File: src/rtl/register_file.sv
// 32x32 integer register file: two combinational read ports, one synchronous write port, x0 hardwired to zero.
// Define REGFILE_BYPASS_EN to forward same-cycle write data onto matching read ports.
module register_file #(
  parameter int unsigned DATA_WIDTH = 32,
  parameter int unsigned ADDR_WIDTH = 5
) (
  input  logic                  clk,
  input  logic                  rst,
  input  logic [ADDR_WIDTH-1:0] addr_rs1,
  input  logic [ADDR_WIDTH-1:0] addr_rs2,
  input  logic [ADDR_WIDTH-1:0] addr_rd,
  input  logic [DATA_WIDTH-1:0] data_rd,
  input  logic                  we,
  output logic [DATA_WIDTH-1:0] data_rs1,
  output logic [DATA_WIDTH-1:0] data_rs2
);

  localparam int unsigned NUM_REGS = 2 ** ADDR_WIDTH;

`ifdef REGFILE_BYPASS_EN
  localparam bit BYPASS_EN = 1'b1;
`else
  localparam bit BYPASS_EN = 1'b0;
`endif

  logic [DATA_WIDTH-1:0] regs [NUM_REGS];
  logic                  wr_en;

  // x0 is never a write target, so its reset value persists
  assign wr_en = we && (addr_rd != '0);

  always_ff @(posedge clk or negedge rst) begin
    if (!rst) begin
      for (int i = 0; i < NUM_REGS; i++) begin
        regs[i] <= '0;
      end
    end else if (wr_en) begin
      regs[addr_rd] <= data_rd;
    end
  end

  // Read port 1; gated by rst so the bypass cannot leak data during reset
  always_comb begin
    data_rs1 = '0;
    if (rst && (addr_rs1 != '0)) begin
      if (BYPASS_EN && wr_en && (addr_rs1 == addr_rd)) begin
        data_rs1 = data_rd;
      end else begin
        data_rs1 = regs[addr_rs1];
      end
    end
  end

  // Read port 2, independent of port 1
  always_comb begin
    data_rs2 = '0;
    if (rst && (addr_rs2 != '0)) begin
      if (BYPASS_EN && wr_en && (addr_rs2 == addr_rd)) begin
        data_rs2 = data_rd;
      end else begin
        data_rs2 = regs[addr_rs2];
      end
    end
  end

endmodule

File: config.mk
export PLATFORM = sky130hd
export DESIGN_NAME = register_file
export DESIGN_NICKNAME = d
export VERILOG_FILES = /design/src/rtl/register_file.sv
export SDC_FILE = /design/constraint.sdc
export NUM_CORES = 2
export LEC_CHECK = 0
export CAP_MARGIN = 20
export CORE_MARGIN = 1
export CORE_UTILIZATION = 32
export CTS_BUF_LIST = sky130_fd_sc_hd__clkbuf_8
export DETAILED_ROUTE_END_ITERATION = 6
export GPL_TIMING_DRIVEN = 0
export PLACE_DENSITY = 0.49
export SLEW_MARGIN = 25
export SYNTH_ARGS = -nofsm -noshare
export SYNTH_HDL_FRONTEND = slang
export SYNTH_SLANG_ARGS = --single-unit
export TNS_END_PERCENT = 100
File: constraint.sdc
create_clock -name clk -period 4.35 [get_ports clk]
set_input_delay 0.87 -clock clk [delete_from_list [all_inputs] [get_ports clk]]
set_output_delay 0.87 -clock clk [all_outputs]
set_load 0.005 [all_outputs]
==> out/results.txt <==
Final Hold Vio Count: 0
Max VDD drop: 0.340 mV
Final #Nets: 4353
Leading area contributor after synthesis: dfrtp_1
Seq cells post-synth: 1024
Drc violations: 0
Wire per inst: 34.4 µm
Initial antenna violation count: 10
Initial drt markers: 3921
Biggest register: regs
Pwr dens: 438 mW/mm²
Min Tclk post-route: 4.43 ns
DR vias/cell: 5.70
Root buf cell: clkbuf_8
Worst EP arrival: 3.56 ns
# rows: 151
Sequential area share after synthesis: 0.465
Startpoint type of the worst setup path: input pin
Placed cell count: 6399
Failing checks: negative setup slack
Minimum hold slack: 0.0267 ns
GR Util met1: 0.354
Final setup fails: 18
Yosys cell types: 44
Synth top area cells: dfrtp_1 (46%), mux2_2 (19%), mux2i_1 (9.4%)
Outcome: finished, violations left
H-tree Lvls: 4
Crit. End Element: primary output
Worst path required time: 3.48 ns
Chip height: 417 µm
Layout cells sized above 1: 0.426
CORE AREA: 0.170 mm²
Vias in the first global route: 38500
Detailed placement HPWL: 175 mm
Die area: 0.174 mm²
Syn nets: 4035
Main synth FF type: dfrtp_1
Overflow after GRT: 0
CTS tree: done
I/O Pins: 114
Initial Util: 0.324
Met2 Usage GRT: 0.412
PnR Total Power: 28.5 mW
Leak: 29.1 nW
Port Buffers: 110
CP startpoint: addr_rs1[1]
Met3 usage in global routing: 0.0554
Clk slew on worst S/H paths: 0.06 ns
Largest register FFs: 1024
Post-Synthesis Cells: 3985
Synth top area share: 0.465
Dpl cell area: 0.0594 mm²
CP Class: in -> out
GR Util All Layers: 0.265
Post-synth ARST share: 1.00
Non-Filler Instances: 6750
Post-synthesis average cell area: 13.8 µm²
Fin worst setup slack: -0.0776 ns
Max Freq: 0.226 GHz
Synthesized cell area: 0.0552 mm²
Post-synth EDFFs: 0
Pre-CTS setup slack: -2.15 ns
Global-route wire length before repair: 321 mm
Max capacitance violation total: 0
Slew headroom: 0.450
Period utilization: 1.02
Detailed Route WL: 232 mm
Largest net degree at the start of global routing: 123
Clk buf depth: 3
Cts bufs inserted: 183
Setup TNS: -0.685 ns
Clock skew: 0 ns
Core Util, Final: 0.382
Ys Warns: 0
Post-Layout Inst Area: 0.0650 mm²
Clock sinks: 1024
Biggest regs: regs (1024)
Drt pass-1 iters: 5
Crit Path Max Fanout: 10
Class of the worst hold path: in -> async
Critical R2R Launch: regs[351]$_DFFE_PN0P_
Final GP Congestion: 0.983
Most common cell after layout, fill and taps aside: dfrtp_1
Clk Latency, worst-skew pair: 0.94 ns
Area grow syn2layout: 17.9%
Die width: 417 µm
Busiest grt layer: met2
RSZ-0062 raised after global routing: yes
Final ANT Viol Nets: 0
Fin. max-slew vios: 0
Via count: 38500
Worst-margin pin slew: 0.823 ns
Commonest non-fill, non-tap cells in the layout: dfrtp_1 (1024), mux2_2 (945), mux2i_1 (513)
worst max-delay path: stages:
cell and delay [ns]:
clkdlybuf4s15_2 0.30, buf_6 0.25, o21ba_2 0.20, clkbuf_1 0.36
and3_1 0.35, a21oi_1 0.49, nand4_1 0.21, clkdlybuf4s50_1 0.48
cell type report:
cell class                      instances  area (µm²)
Timing Repair Buffer                  142        1840
Antenna cell                            4        10.0
Clock inverter                         98         612
Multi-Input combinational cell       2516       27700
Sequential cell                      1024       25600
Buffer                                436        3140
Fill cell                           16400      105000
Tap cell                             2295        2870
Clock buffer                          235        3230
logic make-up after synthesis:
logic type,after synthesis,synth area share
mux,1762,0.402
flops,1024,0.465
buf+inv,445,0.0462
compound gates,386,0.0502
simple gates,368,0.0370
metal layers:
metal | up-vias | share of wire
met1 | 20600 | 0.43
met3 | 471 | 0.067
met2 | 1581 | 0.46
li1 | 15900 | -
met5 | - | 0.00062
met4 | 2 | 0.047
report_power, final:
group / total (mW) / internal [mW] / switching, mW
sequential: 12.8 / 11.3 / 1.47
combinational: 5.98 / 3.15 / 2.83
clock: 9.73 / 5.24 / 4.48
Yosys cell counts (3+ instances only):
library cell and count:
nor2_4 9, buf_12 4, nor2_1 8, clkbuf_8 16, nor3b_2 6, nor2_2 10, clkbuf_1 188, a22oi_1 262
nand4_1 65, nor2b_1 8, mux4_2 223, nand3b_1 4, nand3_1 141, dfrtp_1 1024, mux2_2 945, buf_6 16
and4b_1 3, buf_4 83, buf_2 130, a31oi_1 35, a21oi_1 53, and3_1 23, buf_8 4, a22o_1 35
and2_1 7, mux4_1 27, mux2i_1 516, nand2_1 75, mux4_4 4, mux2_1 47
timing repair:
item | in CTS | in global routing
pin swaps | 30 | 26
hold endpoints to repair | 58 | 0
setup buffers | 11 | 0
hold buffers | 3 | 0
endpoints found under the setup margin | 64 | 38
gates cloned | 9 | 0
resized for setup | 321 | 72
path summary, 6_finish.rpt:
| kind | endpoint | slack [ns] | depth (start not counted) |
|---|---|---|---|
| max | data_rs1[22] | -0.08 | 8 |
| min | regs[774]$_DFFE_PN0P_ | 0.03 | 2 |
| max reg2reg | regs[351]$_DFFE_PN0P_ | 3.51 | 1 |
| min reg2reg | regs[995]$_DFFE_PN0P_ | 0.47 | 1 |
| max in group asynchronous | regs[507]$_DFFE_PN0P_ | 3.12 | 3 |
| min in group clk | regs[995]$_DFFE_PN0P_ | 0.47 | 1 |
No activity file was read; power rests on OpenSTA's default activity.
